`src/rtl/axi_reg_bridge.sv`:
```
// AXI4 slave to single-beat register bus bridge. Bursts are serialised into
// register accesses; one transaction in flight, read data sampled one clock after the address.
module axi_reg_bridge #(
   parameter int unsigned ID_WIDTH = 1
) (
   input  logic                clk,
   input  logic                rst_n,
   input  logic [ID_WIDTH-1:0] i_awid,
   input  logic [31:0]         i_awaddr,
   input  logic [7:0]          i_awlen,
   input  logic [2:0]          i_awsize,
   input  logic [1:0]          i_awburst,
   input  logic                i_awvalid,
   output logic                o_awready,
   input  logic [ID_WIDTH-1:0] i_arid,
   input  logic [31:0]         i_araddr,
   input  logic [7:0]          i_arlen,
   input  logic [2:0]          i_arsize,
   input  logic [1:0]          i_arburst,
   input  logic                i_arvalid,
   output logic                o_arready,
   input  logic [63:0]         i_wdata,
   input  logic [7:0]          i_wstrb,
   input  logic                i_wlast,
   input  logic                i_wvalid,
   output logic                o_wready,
   output logic [ID_WIDTH-1:0] o_bid,
   output logic [1:0]          o_bresp,
   output logic                o_bvalid,
   input  logic                i_bready,
   output logic [ID_WIDTH-1:0] o_rid,
   output logic [63:0]         o_rdata,
   output logic [1:0]          o_rresp,
   output logic                o_rlast,
   output logic                o_rvalid,
   input  logic                i_rready,
   output logic                o_reg_we,
   output logic [31:0]         o_reg_addr,
   output logic [7:0]          o_reg_be,
   output logic [63:0]         o_reg_wdata,
   input  logic [63:0]         i_reg_rdata
);

   localparam logic [1:0] RESP_OKAY   = 2'b00;
   localparam logic [1:0] RESP_SLVERR = 2'b10;
   localparam logic [1:0] BURST_FIXED = 2'b00;
   localparam logic [1:0] BURST_RSVD  = 2'b11;

   typedef enum logic [2:0] {
      IDLE,
      WR_DATA,
      WR_RESP,
      RD_ADDR,
      RD_DATA
   } state_t;

   state_t state, state_next;

   logic [ID_WIDTH-1:0] id;
   logic [31:0]         addr;
   logic [31:0]         next_addr;
   logic [7:0]          len;
   logic [2:0]          size;
   logic [1:0]          burst;
   logic [8:0]          beat;
   logic                err;
   logic                prio_wr;

   logic aw_grant, ar_grant;
   logic aw_hs, ar_hs, w_hs, r_hs;
   logic last_beat, wr_done;

   assign o_bid = id;
   assign o_rid = id;

   always_comb begin
      aw_grant   = i_awvalid && (!i_arvalid || prio_wr);
      ar_grant   = i_arvalid && (!i_awvalid || !prio_wr);
      last_beat  = (beat == {1'b0, len});
      wr_done    = (beat == ({1'b0, len} + 9'd1));
      next_addr  = (burst == BURST_FIXED) ? addr : addr + (32'd1 << size);

      state_next = state;
      o_awready  = 1'b0;
      o_arready  = 1'b0;
      o_wready   = 1'b0;
      o_bvalid   = 1'b0;
      o_bresp    = RESP_OKAY;
      o_rvalid   = 1'b0;
      o_rresp    = RESP_OKAY;
      o_rlast    = 1'b0;

      case (state)
         IDLE: begin
            o_awready = aw_grant;
            o_arready = ar_grant;
            if (aw_grant)      state_next = WR_DATA;
            else if (ar_grant) state_next = RD_ADDR;
         end
         // The final beat's strobe is issued from WR_DATA; WR_RESP follows once the
         // counter reaches len+1, so no write strobe ever overlaps the B response.
         WR_DATA: begin
            o_wready = !wr_done;
            if (wr_done) state_next = WR_RESP;
         end
         WR_RESP: begin
            o_bvalid = 1'b1;
            o_bresp  = err ? RESP_SLVERR : RESP_OKAY;
            if (i_bready) state_next = IDLE;
         end
         RD_ADDR: state_next = RD_DATA;
         RD_DATA: begin
            o_rvalid = 1'b1;
            o_rresp  = err ? RESP_SLVERR : RESP_OKAY;
            o_rlast  = last_beat;
            if (i_rready) state_next = last_beat ? IDLE : RD_ADDR;
         end
         default: state_next = IDLE;
      endcase

      aw_hs = i_awvalid && o_awready;
      ar_hs = i_arvalid && o_arready;
      w_hs  = i_wvalid && o_wready;
      r_hs  = o_rvalid && i_rready;
   end

   always_ff @(posedge clk or negedge rst_n) begin
      if (!rst_n) state <= IDLE;
      else        state <= state_next;
   end

   always_ff @(posedge clk or negedge rst_n) begin
      if (!rst_n) begin
         id          <= '0;
         addr        <= '0;
         len         <= '0;
         size        <= '0;
         burst       <= '0;
         beat        <= '0;
         err         <= 1'b0;
         prio_wr     <= 1'b1;
         o_reg_we    <= 1'b0;
         o_reg_addr  <= '0;
         o_reg_be    <= '0;
         o_reg_wdata <= '0;
         o_rdata     <= '0;
      end else begin
         o_reg_we <= 1'b0;

         if (aw_hs) begin
            id      <= i_awid;
            addr    <= i_awaddr;
            len     <= i_awlen;
            size    <= i_awsize;
            burst   <= i_awburst;
            beat    <= '0;
            err     <= (i_awburst == BURST_RSVD);
            prio_wr <= 1'b0;
         end else if (ar_hs) begin
            id         <= i_arid;
            addr       <= i_araddr;
            len        <= i_arlen;
            size       <= i_arsize;
            burst      <= i_arburst;
            beat       <= '0;
            err        <= (i_arburst == BURST_RSVD);
            prio_wr    <= 1'b1;
            o_reg_addr <= i_araddr & ~32'h7;
         end

         if (w_hs) begin
            o_reg_we    <= 1'b1;
            o_reg_addr  <= addr & ~32'h7;
            o_reg_be    <= i_wstrb;
            o_reg_wdata <= i_wdata;
            addr        <= next_addr;
            beat        <= beat + 9'd1;
            if (i_wlast != last_beat) err <= 1'b1;
         end

         if (state == RD_ADDR) o_rdata <= i_reg_rdata;

         if (r_hs) begin
            addr       <= next_addr;
            beat       <= beat + 9'd1;
            o_reg_addr <= next_addr & ~32'h7;
         end
      end
   end

endmodule

```
`config.mk`:
```
export PLATFORM = sky130hd
export DESIGN_NAME = axi_reg_bridge
export DESIGN_NICKNAME = d
export VERILOG_FILES = /design/src/rtl/axi_reg_bridge.sv
export SDC_FILE = /design/constraint.sdc
export NUM_CORES = 1
export LEC_CHECK = 0
export CELL_PAD_IN_SITES_DETAIL_PLACEMENT = 1
export CELL_PAD_IN_SITES_GLOBAL_PLACEMENT = 1
export CORE_MARGIN = 2
export CORE_UTILIZATION = 25
export CTS_CLUSTER_SIZE = 24
export DETAILED_ROUTE_END_ITERATION = 12
export PLACE_DENSITY_LB_ADDON = 0.1
export SYNTH_ARGS = -nofsm -noshare
export SYNTH_HDL_FRONTEND = slang
export SYNTH_SLANG_ARGS = --single-unit
```
`constraint.sdc`:
```
create_clock -name clk -period 5.3 [get_ports clk]
set_input_delay 1.325 -clock clk [delete_from_list [all_inputs] [get_ports clk]]
set_output_delay 1.325 -clock clk [all_outputs]
set_load 0.02 [all_outputs]
```
# After elaboration in Yosys (flattened, before gate mapping)
# Index checks and enable logic that the tools add are counted.
[word_totals] reg_bits=229 inputBits=236 output_inout_bits=181 elab_cells=95
[classes] addsub=3 eq_ne=14 n_shift=1 n_mux=44 n_reduce_logical=19
[ops] op="$mux 32" n=9
[ops] op="$mux 9" n=4
[ops] op="$add 32x32->32" n=1
[ops] op="$shl 1x3->32 const A" n=1
[ops] op="$mux 3" n=7
[ops] op="$mux 8" n=2
[ops] op="$mux 1" n=15
[ops] op="$pmux 3 s5" n=1
[ops] op="$mux 2" n=6
[ops] op="$add 8x1->9 const B" n=1
[ops] op="$add 9x1->9 const B" n=1
[ops] op="$eq 9x8->1" n=1
[ops] op="$eq 9x9->1" n=1
[ops] op="$eq 3x2->1 const B" n=2
[ops] op="$logic_and 1x1->1" n=6
[ops] op="$ne 2x2->1 const B" n=3
[ops] op="$eq 2x2->1 const B" n=2
[ops] op="$logic_not 1->1" n=4
[ops] op="$reduce_and 4->1" n=1
[ops] op="$reduce_bool 4->1" n=1
[ops] op="$eq 3x1->1 const B" n=1
[ops] op="$eq 3x3->1 const B" n=1
[ops] op="$logic_not 3->1" n=1
[ops] op="$ne 3x1->1 const B" n=1
[ops] op="7 further kinds" n=8

# Logic depth before layout (Yosys ltp)
# Gate-level depths: netlist of the first run.
[depth] depth_word=9 ltp_mapped=12 mapped_depth_nobuf=10

# Worst setup path after synthesis of the first run
# Ideal clock, no wire load.
[synth_timing] kind="input to output" from="input port i_awvalid" to="output port o_arready" arrival_time_ns=2.296 required_time_ns=3.975 path_slack_ns=1.679 stages=5 path_buffers=2 cell_sequence="nand2_1 -> nand4_1 -> clkinv_1 -> clkbuf_1 -> buf_1"
[synth_between] elab_chain_cells=4
[synth_rtl] element="start: declaration" line_no="13" text="input logic i_awvalid,"
[synth_rtl] element="$logic_not 1->1" line_no="78" text="ar_grant = i_arvalid && (!i_awvalid || !prio_wr);"
[synth_rtl] element="$logic_or 1x1->1" line_no="78"
[synth_rtl] element="$logic_and 1x1->1" line_no="78"
[synth_rtl] element="$mux 1" line_no="93" text="case (state)"
[synth_rtl] element="end: declaration" line_no="21" text="output logic o_arready,"
# Every way passes these cells.

# Final worst setup path of the first run
[layout_timing] from="register len[0]" to="output port o_wready"
[layout_between] elab_chain_cells=4
[layout_rtl] element="start: declaration" line_no="62" text="logic [7:0] len;"
[layout_rtl] element="start signal: assignment" line_no="153" text="len <= i_awlen;"
[layout_rtl] element="start signal: assignment" line_no="162" text="len <= i_arlen;"
[layout_rtl] element="$add 8x1->9" line_no="80" text="wr_done = (beat == ({1'b0, len} + 9'd1));"
[layout_rtl] element="$eq 9x9->1" line_no="80"
[layout_rtl] element="$logic_not 1->1" line_no="103" text="o_wready = !wr_done;"
[layout_rtl] element="$mux 1" line_no="93"
[layout_rtl] element="end: declaration" line_no="26" text="output logic o_wready,"
# Every way passes these cells.

==> results of run 1 <==
-- routing by layer --
metal	wire [µm]	share of wire	GRT usage	vias up
li1	-	-	-	4932
met1	19400	0.42	0.240	5263
met2	22300	0.48	0.329	305
met3	3400	0.073	0.0595	66
met4	1200	0.026	0.0557	6
met5	33	0.00071	0	-
-- cells in the mapped netlist, types with 15 or more instances --
| master | number |
|---|---|
| xor2_1 | 17 |
| nand3_1 | 34 |
| clkbuf_1 | 43 |
| mux2_2 | 64 |
| o22ai_1 | 17 |
| nand2_1 | 347 |
| a31oi_1 | 17 |
| buf_2 | 21 |
| nor2_1 | 48 |
| a21oi_1 | 32 |
| and3_1 | 22 |
| o21ai_0 | 50 |
| dfrtp_1 | 225 |
| o211ai_1 | 17 |
| nor3_1 | 15 |
-- metrics by stage --
step / instance area (µm²) / total power, mW / setup WS (ns) / std cells
2_1_floorplan: 11200 / 6.29 / 1.68 / 1205
4_1_cts: 17000 / 11.2 / 0.527 / 2199
6_report: 17000 / 11.0 / 0.575 / 2201
3_3_place_gp: 15900 / 8.68 / 0.946 / 2144
3_5_place_dp: 15900 / 8.79 / 0.944 / 2144
5_1_grt: 17000 / 11.8 / 0.358 / 2201
-- sequential cells by signal, summed over array words and instances, names as in the netlist, 2 cells and up --
signal and flops:
beat 9, o_rdata 64, size 3, o_reg_wdata 64
o_reg_be 8, state 3, burst 2, o_reg_addr 29
addr 32, len 8
-- logic make-up after synthesis --
logic type / count (synthesis)
compound gates: 251
xor+xnor: 29
fa+ha+maj: 11
buf+inv: 100
flops: 226
mux: 68
other cells: 1
simple gates: 515
-- layout make-up --
cell class	instances	area [µm²]
fillers	5013	27300
flip-flops and latches	226	5660
multi-input cells	879	5150
repair buffers	432	4290
clock buffers	42	907
well taps	592	741
clock inverters	13	223
inverters	15	56.3
diodes	2	5.00
-- path summary, 6_finish.rpt --
kind                                 start               to  slack, ns  cells after the start
setup / recovery                    len[0]         o_wready       0.57                      7
hold / removal             o_reg_wdata[32]  o_reg_wdata[32]       0.47                      2
setup reg to reg                    len[0]         addr[17]       1.74                      9
hold reg to reg            o_reg_wdata[32]  o_reg_wdata[32]       0.47                      2
max in group asynchronous            rst_n   o_reg_addr[19]       3.54                      2
min in group asynchronous            rst_n           len[5]       0.71                      1
-- worst max-delay path, cell delays in order (launching register included) --
cell	delay, ns
dfrtp_1	0.50
ha_1	0.41
and4b_1	0.25
o211ai_1	0.09
a211o_1	0.36
a211o_4	0.40
and3_1	0.23
clkdlybuf4s50_1	0.58
-- power by group through the flow --
stage | clock network (mW) | logic (mW) | registers, mW
after floorplan | 0 | 2.47 | 3.82
after detailed placement | 0 | 5.55 | 3.24
final | 2.32 | 5.48 | 3.22
after CTS | 2.40 | 5.58 | 3.23
after global routing | 2.46 | 5.99 | 3.36
after global placement | 0 | 5.48 | 3.20
==> flow_metrics.tcl, run 1 <==
set metrics [dict create \
    drtPass1Iterations 4 \
    p_seq_frac 0.292 \
    die_w_um 216 \
    tightest_slew_ns 1.08 \
    rsz0062_at_grt "false" \
    fin_crit_ns 4.73 \
    drc_errors 0 \
    synthDistinctLibCells 75 \
    hold_violations 0 \
    dieArea_um2 46600 \
    finalSetupViolCount 0 \
    cts_buffer_depth 3 \
    routed-via-count 10600 \
    irDropWorstVdd_mv 0.317 \
    power_frac_comb 0.498 \
    drive_above_1_share 0.0989 \
    cp_data_required_time_ns 3.97 \
    p_leak_nw 7.36 \
    synthAdderAreaFrac 0.0129 \
    layout_commonest_cell "clkdlybuf4s50_1" \
    cts-buffers-inserted 30 \
    grt_usage 0.195 \
    yosysWarnings 0 \
    crit_fanout 9 \
    final_nets 1831 \
    min_path_type "register to register" \
    area_growth_pct 51.6 \
    cap_violations 0 \
    antenna_found_initial 5 \
    outcome "complete, no violations" \
    final_cell_mix "clkdlybuf4s50_1 (410), nand2_1 (346), dfrtp_1 (225)" \
    end_kind "primary output" \
    dieHeight_um 216 \
    setup_tns_ns 0 \
    netlist_instances 1201 \
    cp.arrival_ns 3.40 \
    viasPerCell 4.80 \
    relSlewSlack 0.281 \
    rows 77 \
    synth_compound_area_frac 0.156 \
    period_share 0.892 \
    grt_pass1_vias 11400 \
    critical_path.startpoint_type "register" \
    p_switching_mw 4.51 \
    ant_nets 0 \
    max_freq_ghz 0.212 \
    muxShareOfSynthArea 0.0677 \
    avgRoutedWirePerCell_um 21.0 \
    grt_max_degree 90 \
    hold_buffers 0 \
    grt_overflow 0 \
    synth_xor_area_frac 0.0226 \
    cellPowerDensity_nw_per_um2 647 \
    clk_latency_ns 0.58 \
    synth-seq-cells 226 \
    hpwlAfterDp_um 33300 \
    yosys.area.top_type "dfrtp_1" \
    syn_area_um2 11200 \
    drt_wl_total_um 46300 \
    cts.sinks 226 \
    post-route-util 0.384 \
    place_congestion 0.797 \
    synthArstFlopShare 1.00 \
    synth-main-ff-cell "dfrtp_1" \
    syn_area_per_cell_um2 9.35 \
    drtIter0Drc 498 \
    skew_ns 0.0117 \
    io_buffer_count 411 \
    grt_pass1_wl_um 70400 \
    p_clk_frac 0.210 \
    synth_area_leaders "dfrtp_1 (50%), nand2_1 (12%), mux2_2 (6.4%)" \
    cts_resized 0 \
    tritoncts "built" \
    clock_tree.root_cell "clkbuf_16" \
    switching_share 0.409 \
    num_io_pins 417 \
    synth_edf_count 0 \
    synth_top_family_by_area "simple AND/OR/NAND/NOR gates" \
    ys_seq_area_frac 0.504 \
    htreeDepth 1 \
    synth-simple-area-share 0.196 \
    core_area_um2 44300 \
    crit_type "register to primary output" \
    yosysTopAreaCellShare 0.501 \
    start_util 0.253 \
    post_cts_buffers 0 \
    p_int_mw 6.51 \
    clk_pin_slew_ns 0.06 \
    finalMaxSlewViolations 0 \
    worst_hold_slack_ns 0.470 \
]
(Power assumes the default switching activity.)
==> inputs of run 2 (changes only) <==
Settings changed: CTS_CLUSTER_SIZE 24 to 12.
==> flow_metrics.tcl, run 2 (synthesis results as in run 1) <==
set metrics [dict create \
    cellPowerDensity_nw_per_um2 646 \
    reg2reg_to "addr[17]" \
    reg2reg_depth 9 \
    routed-via-count 10600 \
    critPathCapture "o_wready" \
    drive_above_1_share 0.0983 \
    drc_errors 0 \
    hpwlAfterDp_um 33300 \
    seqCellArea_um2 5660 \
    worstSetupStartpoint "len[0]" \
    layout_commonest_cell "clkdlybuf4s50_1" \
    htreeDepth 1 \
    skew_ns 0.0124 \
    max_freq_ghz 0.212 \
    nFillCells 5017 \
    drt_wl_total_um 46300 \
    cts.sinks 226 \
    cp_data_required_time_ns 3.97 \
    clk_pin_slew_ns 0.06 \
    r2r_start "len[0]" \
    crit_type "register to primary output" \
    drtPass1Iterations 4 \
    dieArea_um2 46600 \
    largestRegisters "o_rdata x64, o_reg_wdata x64, addr x32" \
    irDropWorstVdd_mv 0.317 \
    cts-buffers-inserted 30 \
    post_cts_buffers 0 \
    fin_crit_ns 4.72 \
    setup_tns_ns 0 \
    cts_buffer_depth 3 \
    rsz0062_at_grt "false" \
    p_leak_nw 7.35 \
    num_io_pins 417 \
    crit_fanout 9 \
    end_kind "primary output" \
    min_path_type "register to register" \
    dieHeight_um 216 \
    relSlewSlack 0.277 \
    viasPerCell 4.80 \
    place_congestion 0.797 \
    hold_buffers 0 \
    power_mw 11.0 \
    start_util 0.253 \
    grt_max_degree 90 \
    r2r_setup_slack_ns 1.73 \
    avgRoutedWirePerCell_um 21.0 \
    cap_violations 0 \
    cp.arrival_ns 3.40 \
    grt_overflow 0 \
    outcome "complete, no violations" \
    multiInputGateArea_um2 5150 \
    tightest_slew_ns 1.08 \
    rows 77 \
    die_w_um 216 \
    io_buffer_count 411 \
    critical_path.startpoint_type "register" \
    clock_tree.root_cell "clkbuf_16" \
    core_area_um2 44300 \
    period_share 0.891 \
    finalSetupViolCount 0 \
    clk_latency_ns 0.58 \
    grt_pass1_vias 11400 \
    ant_nets 0 \
    final_nets 1831 \
    grt_pass1_wl_um 70500 \
    cts_resized 0 \
    finalMaxSlewViolations 0 \
    worst_hold_slack_ns 0.470 \
    min_from "o_reg_wdata[32]" \
    area_growth_pct 51.5 \
    final_cell_mix "clkdlybuf4s50_1 (410), nand2_1 (346), dfrtp_1 (225)" \
    antenna_found_initial 5 \
    grt_usage 0.195 \
    hold_violations 0 \
    tritoncts "built" \
    drtIter0Drc 484 \
]
[run 2: cell count changes in the layout (fill, tap and decap cells not counted), sizes merged]
cell	change
clkbuf	-1
clkinv	+1
[run 2: power breakdown]
group          switching, mW  leakage [nW]  internal [mW]
registers              0.652          2.73           2.57
logic                   3.02          4.08           2.47
clock network          0.840         0.541           1.45
[run 2: final cells by class]
class	instances	area share
antenna	2	0.000294
clock buffer	41	0.0519
clock inverter	14	0.0134
inverter	15	0.00331
multi-input combinational	879	0.303
sequential	226	0.332
tap	592	0.0435
timing repair buffer	432	0.252
[run 2: per-stage QoR]
step / utilization / worst slack, ns / std cells / instance area [µm²]
6_report: 0.384 / 0.577 / 2201 / 17000
5_1_grt: 0.384 / 0.357 / 2201 / 17000
4_1_cts: 0.384 / 0.527 / 2199 / 17000
3_5_place_dp: 0.359 / 0.944 / 2144 / 15900
3_3_place_gp: 0.359 / 0.946 / 2144 / 15900
2_1_floorplan: - / 1.68 / 1205 / 11200
[run 2: worst max-delay path, cell delays in order (launching register included)]
cell and delay [ns]:
dfrtp_1 0.50, ha_1 0.41, and4b_1 0.24, o211ai_1 0.09
a211o_1 0.36, a211o_4 0.40, and3_1 0.23, clkdlybuf4s50_1 0.58
[run 2: layer usage]
metal | track usage | wire length (µm) | up-vias
li1 | - | - | 4931
met1 | 0.241 | 19400 | 5269
met2 | 0.329 | 22300 | 299
met3 | 0.0592 | 3270 | 65
met4 | 0.0557 | 1190 | 6
met5 | 0 | 33 | -
[run 2: worst min path at each step]
stage	to	slack, ns	depth (start not counted)
after global placement	o_reg_wdata[62]	0.46	2
final	o_reg_wdata[32]	0.47	2
after global routing	o_reg_wdata[32]	0.49	2
after detailed placement	o_reg_wdata[62]	0.46	2
after floorplan	prio_wr	0.44	2
after CTS	o_reg_wdata[62]	0.48	2
